File: src/rtl/wasm_pkg.sv
// wasm_pkg: shared types for the call/return sequencer (trap codes, frames, function descriptors, FSM states)
package wasm_pkg;
  localparam int OPERAND_STACK_DEPTH = 1024;
  typedef enum logic [2:0] {
    TRAP_NONE,
    TRAP_CALL_STACK_EXHAUSTED,
    TRAP_STACK_UNDERFLOW,
    TRAP_STACK_OVERFLOW
  } trap_t;
  typedef struct packed {
    logic [31:0] return_pc;
    logic [15:0] locals_base;
    logic [15:0] func_idx;
  } frame_entry_t;
  typedef struct packed {
    logic [31:0] entry_pc;
    logic [15:0] num_params;
    logic [15:0] num_locals;
    logic [15:0] num_results;
  } func_info_t;
  typedef enum logic [2:0] {
    CC_IDLE, CC_FETCH, CC_CHECK, CC_ZERO, CC_PUSH, CC_RET, CC_DONE, CC_TRAP
  } call_ctrl_state_t;
endpackage

File: src/rtl/wasm_call_ctrl_locals_init.sv
// wasm_locals_init: issues one zero write per cycle over base..base+count-1 and flags the final write
module wasm_locals_init (
  input  logic        clk,
  input  logic        rst,
  input  logic        i_start,
  input  logic [15:0] i_base,
  input  logic [15:0] i_count,
  output logic        o_wr_en,
  output logic [15:0] o_wr_addr,
  output logic        o_last
);
  logic        r_busy;
  logic [15:0] r_base, r_count, r_k;
  // Walk k from 0 up to count-1; start is only raised for a non-zero count
  always_ff @(posedge clk) begin
    if (rst) begin
      r_busy  <= 1'b0;
      r_base  <= '0;
      r_count <= '0;
      r_k     <= '0;
    end else if (i_start) begin
      r_busy  <= 1'b1;
      r_base  <= i_base;
      r_count <= i_count;
      r_k     <= '0;
    end else if (r_busy) begin
      r_k    <= r_k + 16'd1;
      r_busy <= !o_last;
    end
  end
  assign o_wr_en   = r_busy;
  assign o_wr_addr = r_base + r_k;
  assign o_last    = r_busy && (r_k == r_count - 16'd1);
endmodule

File: src/rtl/wasm_call_ctrl.sv
// wasm_call_ctrl: call/return sequencer; optional tail calls under WASM_TAIL_CALL_EN
module wasm_call_ctrl import wasm_pkg::*; #(
  parameter int OPSTACK_DEPTH = OPERAND_STACK_DEPTH,
  parameter int FUNC_IDX_W    = 16
) (
  input  logic                  clk,
  input  logic                  rst,
  input  logic                  call_req,
  input  logic [FUNC_IDX_W-1:0] call_func_idx,
  input  logic [31:0]           call_return_pc,
  input  logic                  ret_req,
`ifdef WASM_TAIL_CALL_EN
  input  logic                  tail_req,
`endif
  input  logic [15:0]           operand_sp,
  output logic                  ready,
  output logic                  done,
  output logic [31:0]           done_pc,
  output logic [15:0]           done_locals_base,
  output logic [15:0]           done_operand_sp,
  output logic                  done_halt,
  output trap_t                 trap,
  output logic                  ft_rd_en,
  output logic [FUNC_IDX_W-1:0] ft_rd_addr,
  input  func_info_t            ft_rd_data,
  output logic                  loc_wr_en,
  output logic [15:0]           loc_wr_addr,
  output logic [31:0]           loc_wr_data,
  output logic                  cs_push_en,
  output logic                  cs_pop_en,
  output frame_entry_t          cs_push_data,
  input  frame_entry_t          cs_top,
  input  logic                  cs_empty,
  input  logic                  cs_full
);
  call_ctrl_state_t      r_state;
  logic [FUNC_IDX_W-1:0] r_idx;
  logic [31:0]           r_pc, r_done_pc;
  logic [15:0]           r_sp, r_done_base, r_done_sp;
  logic                  r_halt;
  trap_t                 r_trap;
  trap_t                 w_code;
  logic [16:0]           w_need;
  logic                  w_is_tail, w_tail_rep, w_req, w_start, w_last, w_unused;
`ifdef WASM_TAIL_CALL_EN
  logic r_tail;
  // Remember whether the accepted call was a tail call
  always_ff @(posedge clk)
    r_tail <= rst ? 1'b0 : (r_state == CC_IDLE && !ret_req && (call_req || tail_req)) ? tail_req : r_tail;
  assign w_is_tail = r_tail;
  assign w_req     = call_req || tail_req;
`else
  assign w_is_tail = 1'b0;
  assign w_req     = call_req;
`endif
  assign w_tail_rep = w_is_tail && !cs_empty;
  assign w_need     = {1'b0, r_sp} + {1'b0, ft_rd_data.num_locals};
  assign w_code     = (cs_full && !w_is_tail) ? TRAP_CALL_STACK_EXHAUSTED :
                      (r_sp < ft_rd_data.num_params) ? TRAP_STACK_UNDERFLOW :
                      (w_need > 17'(OPSTACK_DEPTH)) ? TRAP_STACK_OVERFLOW : TRAP_NONE;
  assign w_start    = r_state == CC_CHECK && w_code == TRAP_NONE && ft_rd_data.num_locals != 16'd0;
  assign w_unused   = &{1'b0, ft_rd_data.num_results, cs_top.func_idx};
  wasm_locals_init u_init (
    .clk       (clk),
    .rst       (rst),
    .i_start   (w_start),
    .i_base    (r_sp),
    .i_count   (ft_rd_data.num_locals),
    .o_wr_en   (loc_wr_en),
    .o_wr_addr (loc_wr_addr),
    .o_last    (w_last)
  );
  // Sequencer: accept, fetch descriptor, check limits, zero locals, push or pop, report
  always_ff @(posedge clk) begin
    if (rst) begin
      r_state     <= CC_IDLE;
      r_idx       <= '0;
      r_pc        <= '0;
      r_sp        <= '0;
      r_done_pc   <= '0;
      r_done_base <= '0;
      r_done_sp   <= '0;
      r_halt      <= 1'b0;
      r_trap      <= TRAP_NONE;
    end else begin
      case (r_state)
        CC_IDLE: if (ret_req || w_req) begin
          r_state <= ret_req ? CC_RET : CC_FETCH;
          r_idx   <= call_func_idx;
          r_pc    <= call_return_pc;
          r_sp    <= operand_sp;
        end
        CC_FETCH: r_state <= CC_CHECK;
        CC_CHECK: begin
          r_trap      <= w_code;
          r_done_pc   <= ft_rd_data.entry_pc;
          r_done_base <= r_sp - ft_rd_data.num_params;
          r_done_sp   <= w_need[15:0];
          r_halt      <= 1'b0;
          r_state     <= (w_code != TRAP_NONE) ? CC_TRAP :
                         (ft_rd_data.num_locals != 16'd0) ? CC_ZERO : CC_PUSH;
        end
        CC_ZERO: if (w_last) r_state <= CC_PUSH;
        CC_PUSH: r_state <= CC_DONE;
        CC_RET: begin
          r_halt      <= cs_empty;
          r_done_pc   <= cs_empty ? 32'd0 : cs_top.return_pc;
          r_done_base <= cs_empty ? 16'd0 : cs_top.locals_base;
          r_done_sp   <= cs_empty ? 16'd0 : cs_top.locals_base;
          r_state     <= CC_DONE;
        end
        CC_DONE: r_state <= CC_IDLE;
        default: r_state <= CC_TRAP;
      endcase
    end
  end
  assign ready            = r_state == CC_IDLE;
  assign done             = r_state == CC_DONE;
  assign done_pc          = r_done_pc;
  assign done_locals_base = r_done_base;
  assign done_operand_sp  = r_done_sp;
  assign done_halt        = r_halt;
  assign trap             = r_trap;
  assign ft_rd_en         = r_state == CC_FETCH;
  assign ft_rd_addr       = r_idx;
  assign loc_wr_data      = 32'd0;
  assign cs_push_en       = r_state == CC_PUSH;
  assign cs_pop_en        = (r_state == CC_RET && !cs_empty) || (r_state == CC_PUSH && w_tail_rep);
  assign cs_push_data     = '{return_pc:   w_tail_rep ? cs_top.return_pc : r_pc,
                              locals_base: r_done_base,
                              func_idx:    16'(r_idx)};
endmodule

File: config.mk
export PLATFORM = sky130hd
export DESIGN_NAME = wasm_call_ctrl
export DESIGN_NICKNAME = d
export VERILOG_FILES = /design/src/rtl/wasm_pkg.sv /design/src/rtl/wasm_call_ctrl_locals_init.sv /design/src/rtl/wasm_call_ctrl.sv
export SDC_FILE = /design/constraint.sdc
export NUM_CORES = 1
export LEC_CHECK = 0
export ABC_AREA = 1
export CORE_MARGIN = 10
export CORE_UTILIZATION = 45
export DETAILED_ROUTE_END_ITERATION = 12
export GPL_ROUTABILITY_DRIVEN = 0
export MAX_ROUTING_LAYER = met4
export PLACE_DENSITY = 0.82
export SYNTH_ARGS = -nofsm -noshare
export SYNTH_HDL_FRONTEND = slang
export SYNTH_SLANG_ARGS = --single-unit
File: constraint.sdc
create_clock -name clk -period 3.5 [get_ports clk]
set_input_delay 0.7 -clock clk [delete_from_list [all_inputs] [get_ports clk]]
set_output_delay 0.7 -clock clk [all_outputs]
set_load 0.005 [all_outputs]
### After elaboration in Yosys (flattened, before gate mapping)

Cells that the tools add are included.

* word-level logic and storage cells: 62
* flip-flop bits (word level): 184

* reductions and logical operators: 16
* mux-type cells: 17
* $lt $le $gt $ge: 2
* eq/ne operators: 9
* $add $sub $neg: 5

Operators by type and width (count)
* 16-bit case mux with 2 select lines: 2
* 32-bit case mux with 2 select lines: 1
* 32-bit two-way mux: 1
* 3-bit case mux with 6 select lines: 1
* 16-bit by 16-bit adder with 17-bit output: 1
* 17-bit by 11-bit greater-than comparator with 1-bit output (second input constant): 1
* 16-bit by 1-bit adder with 16-bit output (second input constant): 1
* 16-bit adder: 1
* 16-bit == test: 1
* 16-bit less-than comparator: 1
* 16-bit two-way mux: 1
* 16-bit nonzero test: 1
* 16-bit by 1-bit subtractor with 16-bit output (second input constant): 1
* 16-bit subtractor: 1
* 3-bit two-way mux: 5
* 3-bit == test (second input constant): 3
* 3-bit by 2-bit == test with 1-bit output (second input constant): 2
* 3-bit zero test: 2
* 2-bit two-way mux: 3
* 1-bit logical AND: 4
* 2-bit by 1-bit inequality test with 1-bit output (second input constant): 2
* 2-bit AND reduction: 2
* 2-bit OR reduction: 2
* 3-bit by 1-bit == test with 1-bit output (second input constant): 1
* other kinds (6): 8

### Depth between registers and ports, before layout

Gate-level depths: netlist of run 1.

* depth after elaboration: 9
* gate-level depth with buffers: 19

### Modules after synthesis

Synthesis of run 1 repeated with hierarchy kept, for this count alone.

* cell total of the unflattened synthesis: 1572
* area total of the unflattened synthesis: 10817.9 µm²

By module, submodules not included
* wasm_call_ctrl: area each 7556.0 µm², cells an instance 1086, times used 1
* wasm_locals_init: area each 3261.9 µm², cells an instance 486, times used 1

### Worst setup path before layout of run 1

OpenSTA, ideal clock, no wires.

* path type: input to register
* start point: in ft_rd_data[16] in the netlist's numbering
* end point: reg u_init.r_k[5]
* required time: 3384 ps
* arrival time: 2684 ps
* setup time: 116 ps
* slack: 700 ps
* cell stages on the path: 15
* path through: ha_1 > fa_1 > nand3_1 > nand2_1 > nand3_1 > nand3_1 > a21oi_1 > nand3_2 > nor2_4 > nand4_4 > nor2_8 > nand2_4 > nand2_4 > buf_12 > nor2_2

* longest elaborated chain between the ends: 9
* elaborated cells between the ends (all ways): 10
* classes of those cells: 1 x add/sub; 1 x order compare; 3 x mux; 5 x reduce/logical

Ends and longest elaborated chain
* start: declaration: RTL line wasm_call_ctrl.sv:25 `input func_info_t ft_rd_data,`
* 16-bit by 16-bit adder with 17-bit output: RTL line wasm_call_ctrl.sv:57 `assign w_need = {1'b0, r_sp} + {1'b0, ft_rd_data.num_locals};`
* 17-bit by 11-bit greater-than comparator with 1-bit output: RTL line wasm_call_ctrl.sv:60 `(w_need > 17'(OPSTACK_DEPTH)) ? TRAP_STACK_OVERFLOW : TRAP_NONE;`
* 2-bit two-way mux: RTL line wasm_call_ctrl.sv:60
* 2-bit two-way mux: RTL line wasm_call_ctrl.sv:59 `(r_sp < ft_rd_data.num_params) ? TRAP_STACK_UNDERFLOW :`
* 2-bit two-way mux: RTL line wasm_call_ctrl.sv:58 `assign w_code = (cs_full && !w_is_tail) ? TRAP_CALL_STACK_EXHAUSTED :`
* 3-bit zero test: RTL line wasm_call_ctrl.sv:61 `assign w_start = r_state == CC_CHECK && w_code == TRAP_NONE && ft_rd_data.num_locals != 16'd0;`
* 1-bit logical AND: RTL line wasm_call_ctrl.sv:61
* 1-bit logical AND (*): RTL line wasm_call_ctrl.sv:61
* 2-bit OR reduction (no line) (*)
* end signal: assignment: RTL line wasm_call_ctrl_locals_init.sv:27 `r_k <= r_k + 16'd1;`
* end: declaration: RTL line wasm_call_ctrl_locals_init.sv:13 `logic [15:0] r_base, r_count, r_k;`

Mark *: on every way between the ends. The rest lies on a longest branch, timed or not.
A chain may end at the register's enable or synchronous reset.

### Worst setup path after layout of run 1

* start point: reg u_init.r_k[3]
* end point: out loc_wr_addr[13]

* longest elaborated chain between the ends: 1

Ends and longest elaborated chain
* 16-bit adder: RTL line wasm_call_ctrl_locals_init.sv:32 `assign o_wr_addr = r_base + r_k;`
* end: declaration: RTL line wasm_call_ctrl.sv:27 `output logic [15:0] loc_wr_addr,`

Every way passes these cells.

==> results of run 1 <==
-- worst max path at each step --
stage / start / slack [ns] / to
after global routing: u_init.r_k[2] / 0.02 / loc_wr_addr[13]
after CTS: u_init.r_k[4] / 0.008 / loc_wr_addr[13]
after global placement: ft_rd_data[16] / 0.01 / u_init.r_base[14]
after floorplan: ft_rd_data[16] / 0.70 / u_init.r_k[5]
after detailed placement: ft_rd_data[16] / -0.05 / u_init.r_base[14]
final: u_init.r_k[3] / 0.13 / loc_wr_addr[13]
-- repair_timing --
| item | 4_1_cts | 5_1_grt |
|---|---|---|
| endpoints found under the setup margin | 7 | 5 |
| buffers inserted | 2 | 0 |
| endpoints found under the hold margin | 0 | 0 |
| gates resized for setup | 14 | 9 |
| pin swaps | 2 | 1 |
-- per-layer routing --
layer,up-vias,GRT usage
met5,-,-
met4,0,0.130
met3,72,0.0611
met2,499,0.431
met1,5435,0.284
li1,5783,-
-- placed cells by master, fill, tap and decap left out, types with 7 or more instances in the layout --
cell type          n
clkdlybuf4s50_1  346
nand2_1          329
a21oi_1          224
dfxtp_1          178
inv_1            147
o21ai_0          130
nor2_1           104
nand3_1          102
ha_1              47
nand4_1           41
xor2_1            33
conb_1            33
buf_4             27
clkbuf_16         17
xnor2_1           15
nor3_1            13
diode_2           10
nor2_2            10
nand3b_1           9
o21ai_1            8
or2_2              7
-- through the flow --
| stage | cells | hold slack, ns | area, um2 |
|---|---|---|---|
| 2_1_floorplan | 1632 | 0.456 | 11100 |
| 3_3_place_gp | 2191 | 0.447 | 14500 |
| 3_5_place_dp | 2191 | 0.451 | 14500 |
| 4_1_cts | 2225 | 0.463 | 15100 |
| 5_1_grt | 2235 | 0.471 | 15200 |
| 6_report | 2235 | 0.463 | 15200 |
-- where the power goes --
part | leakage, nW | switching [mW] | internal, mW | total [mW]
registers | 1.50 | 0.481 | 2.68 | 3.16
clock network | 0.305 | 0.987 | 1.10 | 2.09
logic | 4.79 | 2.71 | 2.26 | 4.97
total | 6.60 | 4.17 | 6.04 | 10.2
-- sequential cells by signal, indices dropped and copies added, names as in the netlist --
| signal | count |
|---|---|
| u_init.r_k | 16 |
| trap | 2 |
| done_halt | 1 |
| u_init.r_base | 16 |
| r_state | 3 |
| done_locals_base | 16 |
| done_pc | 32 |
| u_init.r_count | 16 |
| r_sp | 16 |
| u_init.o_wr_en | 1 |
| done_operand_sp | 16 |
| ft_rd_addr | 16 |
| r_pc | 32 |
-- final cells by class --
class,instances,share of cell area
Multi-Input combinational cell,1155,0.402
Timing Repair Buffer,381,0.249
Sequential cell,183,0.242
Inverter,150,0.0371
Clock buffer,17,0.0280
Tap cell,324,0.0267
Clock inverter,15,0.0136
Antenna cell,10,0.00165
-- cell families after synthesis --
family / count (synthesis) / share of synthesized area
other: 1 / 0.000342
buffers and inverters: 294 / 0.128
DFF: 183 / 0.334
adders and majority gates: 52 / 0.0613
xor gates and xnor gates: 49 / 0.0404
AOI/OAI and AO/OA: 381 / 0.177
and+or+nand+nor: 640 / 0.259
-- worst min-delay path, delay by kind of cell (launching register included) --
kind	cells	cell delay, ns
flops	1	0.31
compound gates	1	0.05
simple gates	1	0.06
==> flow_summary.yaml, run 1 <==
status:
  status: "finished, final reports clean"
grt:
  antenna_found_initial: 10
  grt_pass1_wl_um: 62600
  grt_pass1_vias: 11700
  overflow: 0
  grt_start_max_net_pins: 71
  grt_usage: 0.259
critical_path:
  r2r-end: "u_init.r_base[7]"
  worstPathArrival_ns: 2.67
  reg2regPathDepth: 14
  crit_buf_inv: 2
  path_depth: 11
  cp_top_family: "buffers and inverters"
  r2r_start: "r_sp[0]"
  worstPathRequired_ns: 2.80
  critPathMaxFanout: 4
  crit_type: "register to output port"
  crit_chain: "ha_1, nand2_1, inv_1, a21boi_4, o21ai_2, a21boi_2, o21ai_2, nand3_1, nand2_1, xor2_1, clkdlybuf4s50_1"
  ff2ff_setup_slack_ns: 0.74
  cpPeakStageDelay_ns: 0.52
  end_kind: "output port"
  cp-start-kind: "register"
  crit_slowest_cell: "clkdlybuf4s50_1"
route:
  dr_total_vias: 11800
  initialDrtViolationCount: 802
  highest_layer: "met4"
  wl_met3_um: 3310
  wl_per_cell_um: 18.2
  wl_met2_um: 20100
  drt_pre_antenna_iters: 8
  avgViaCountPerCell: 5.27
  finalWirelength_um: 40700
  drt-met1-wl_um: 15800
  postRouteAntennaNets: 0
  drc_errors: 0
floorplanning:
  floorplan.rows: 57
  initial_core_util: 0.454
  die_height_um: 176
  fp.dieW_um: 176
  coreArea_mm2: 0.0242
  ios: 416
  dieArea_mm2: 0.0310
logic_synthesis:
  synth_largest_area_cell: "dfxtp_1"
  yosysMostFrequentCell: "nand2_1"
  syn_area_per_cell_um2: 6.86
  synthTopCellsByArea: "dfxtp_1, nand2_1, a21oi_1"
  async_flop_share: 0
  dominantRegCellSynth: "dfxtp_1"
  yosys.area.top_type_share: 0.334
  synthCells: 1600
  yosysWarnings: 0
  synth.distinct_cells: 42
  ys_seq_elements: 183
  synth_seq_area_share: 0.334
  synth_area_mm2: 0.0110
  synthTopCellsByCount: "nand2_1, a21oi_1, dfxtp_1"
  synth_edf_count: 0
clock_tree:
  clock_latency_ns: 0.45
  clock_path_buffers: 2
  htreeDepth: 4
  clk_pin_slew_worst_paths_ns: 0.08
  root_buffer: "clkbuf_16"
  cts_made_buffers: 17
  clkSinkCount: 183
  holdBufCountCts: 0
  tritoncts: "built"
sta:
  worst_slew_pin_slew_ns: 1.07
  hold_viol_final: 0
  finalMaxSlewViolations: 0
  setup_viol: 0
  rsz0062_at_grt: "false"
  setup_slack_ns: 0.126
  fin_crit_sh: 0.964
  post-route-min-period_ns: 3.37
  finClkSkew_ns: 0.0176
  setup_tns_ns: 0
  fmax_mhz: 296
  slew_headroom: 0.289
final_layout:
  nNetsFinal: 2154
  fin_util: 0.628
  regArea_mm2: 0.00367
  fillers: 2142
  drive_gt1_frac: 0.0615
  synthToLayoutAreaGrowth_pct: 38.4
  multi_input_area_mm2: 0.00611
pwr:
  p_per_area_mw_per_mm2: 673
  p_leak_nw: 6.60
  ir_drop_mv: 0.381
  power_mw: 10.2
placed_design:
  dpl_worst_slack_ns: -0.0511
  hpwlAfterDp_um: 31300
  port_buffers: 350
min_path:
  min_from: "r_pc[29]"
  min_to: "r_pc[29]"
  hold_path.class: "register to register"
  min_path_cells: 2
flow_run:
  cap_violations: 0
(Power assumes the default switching activity.)
==> run 2, diff against run 1 <==
GPL_ROUTABILITY_DRIVEN = unset   (was 0)
SETUP_SLACK_MARGIN = 0.15   (was unset)
==> flow_summary.yaml, run 2 (synthesis results as in run 1) <==
status:
  status: "finished, final reports clean"
pwr:
  p_leak_nw: 6.73
  ir_drop_mv: 0.405
  p_per_area_mw_per_mm2: 668
final_layout:
  fillers: 2104
  layout_commonest_cell: "clkdlybuf4s50_1"
  final_cell_mix: "clkdlybuf4s50_1, nand2_1, a21oi_1"
  synthToLayoutAreaGrowth_pct: 40.0
  stdcell_area_mm2: 0.0154
  nNetsFinal: 2174
  drive_gt1_frac: 0.0766
critical_path:
  end_kind: "output port"
  cp_top_family: "buffers and inverters"
  crit_slowest_cell: "clkdlybuf4s50_1"
  path_depth: 9
  cp-start-kind: "register"
  crit_chain: "ha_4, nand3_1, nand2_1, a21boi_2, o21ai_2, a21boi_2, o21ai_2, xor2_1, clkdlybuf4s50_1"
  cpPeakStageDelay_ns: 0.53
  reg2regPathDepth: 14
  r2r-end: "u_init.r_base[12]"
  crit_type: "register to output port"
  critPathMaxFanout: 4
  crit_buf_inv: 1
  crit_end: "loc_wr_addr[11]"
  r2r_start: "r_sp[0]"
  worstPathArrival_ns: 2.52
  startpoint: "u_init.r_k[2]"
  ff2ff_setup_slack_ns: 0.67
  worstPathRequired_ns: 2.80
route:
  drt_pre_antenna_iters: 5
  drc_errors: 0
  dr_total_vias: 11800
  finalWirelength_um: 41400
  avgViaCountPerCell: 5.26
  initialDrtViolationCount: 848
  postRouteAntennaNets: 0
  wl_per_cell_um: 18.4
sta:
  worst_slew_pin_slew_ns: 1.05
  setup_tns_ns: 0
  post-route-min-period_ns: 3.22
  setup_viol: 0
  finClkSkew_ns: 0.0193
  rsz0062_at_grt: "false"
  hold_viol_final: 0
  finalMaxSlewViolations: 0
  fin_crit_sh: 0.921
  fmax_mhz: 310
  slew_headroom: 0.302
floorplanning:
  ios: 416
  floorplan.rows: 57
  coreArea_mm2: 0.0242
  die_height_um: 176
  fp.dieW_um: 176
  dieArea_mm2: 0.0310
  initial_core_util: 0.454
placed_design:
  port_buffers: 350
  hpwlAfterDp_um: 32200
  placed_area_mm2: 0.0146
  gp_congestion: 0.942
clock_tree:
  root_buffer: "clkbuf_16"
  htreeDepth: 4
  clock_latency_ns: 0.43
  cts_made_buffers: 17
  clkSinkCount: 183
  clock_path_buffers: 2
  tritoncts: "built"
  clk_pin_slew_worst_paths_ns: 0.08
  holdBufCountCts: 0
grt:
  grt_usage: 0.262
  grt_start_max_net_pins: 71
  grt_pass1_vias: 11500
  overflow: 0
  grt_pass1_wl_um: 63300
  antenna_found_initial: 6
flow_run:
  cap_violations: 0
min_path:
  hold_path.class: "register to register"
run 2: changes by cell type in the layout (fill, tap and decap cells not counted), sizes merged, moves of 2 or more:
| cell | before | now |
|---|---|---|
| clkinv | 6 | 4 |
| diode | 10 | 6 |
| dlymetal6s2s | 1 | 5 |
| clkdlybuf4s50 | 346 | 341 |
| buf | 32 | 52 |
| clkbuf | 17 | 19 |
run 2: report_power, final:
group	switching (mW)	internal, mW
Sequential	0.474	2.68
Combinational	2.76	2.36
Clock	0.942	1.03
Total	4.18	6.08
run 2: worst min path at each step:
stage                      from               end  slack [ns]  depth (start not counted)
6_report               r_pc[10]          r_pc[10]        0.46                          2
5_1_grt                r_pc[10]          r_pc[10]        0.48                          2
4_1_cts                r_pc[10]          r_pc[10]        0.46                          2
3_5_place_dp           r_pc[20]          r_pc[20]        0.45                          2
3_3_place_gp            r_pc[4]           r_pc[4]        0.45                          2
2_1_floorplan  u_init.r_base[0]  u_init.r_base[0]        0.46                          2
run 2: layout make-up:
type	count	area, um2	share of cell area
clock inverter	13	153	0.00993
multi-input combinational	1155	6170	0.402
clock buffer	18	439	0.0286
antenna	6	15.0	0.000977
inverter	150	563	0.0366
sequential	183	3670	0.239
tap	324	405	0.0264
timing repair buffer	401	3950	0.257
run 2: tightest hold or removal path, delay by kind of cell (launching register included):
family / cells / cell delay (ns)
AOI/OAI and AO/OA: 1 / 0.05
DFF: 1 / 0.31
and+or+nand+nor: 1 / 0.06
run 2: metrics by stage:
step	setup slack (ns)	instances	hold slack, ns	power [mW]	util
floorplan	0.700	1632	0.456	5.74	-
global placement	-0.149	2208	0.448	8.16	0.604
detailed placement	-0.196	2208	0.454	8.23	0.604
CTS	0.0578	2240	0.465	10.2	0.630
global route	0.0986	2250	0.479	10.9	0.636
finish	0.277	2250	0.463	10.3	0.636
run 2: repair_timing:
| item | CTS | global route |
|---|---|---|
| gates resized for setup | 19 | 22 |
| pin swaps | 2 | 7 |
| buffers inserted | 1 | 4 |
| setup endpoints to repair | 10 | 54 |
| gates cloned | 0 | 0 |
run 2: routing by layer:
layer	wire, um	global-route usage	vias to the layer above
met2	20800	0.440	404
met4	980	0.0911	0
li1	-	-	5829
met3	2850	0.0675	42
met5	0	-	-
met1	16800	0.298	5556
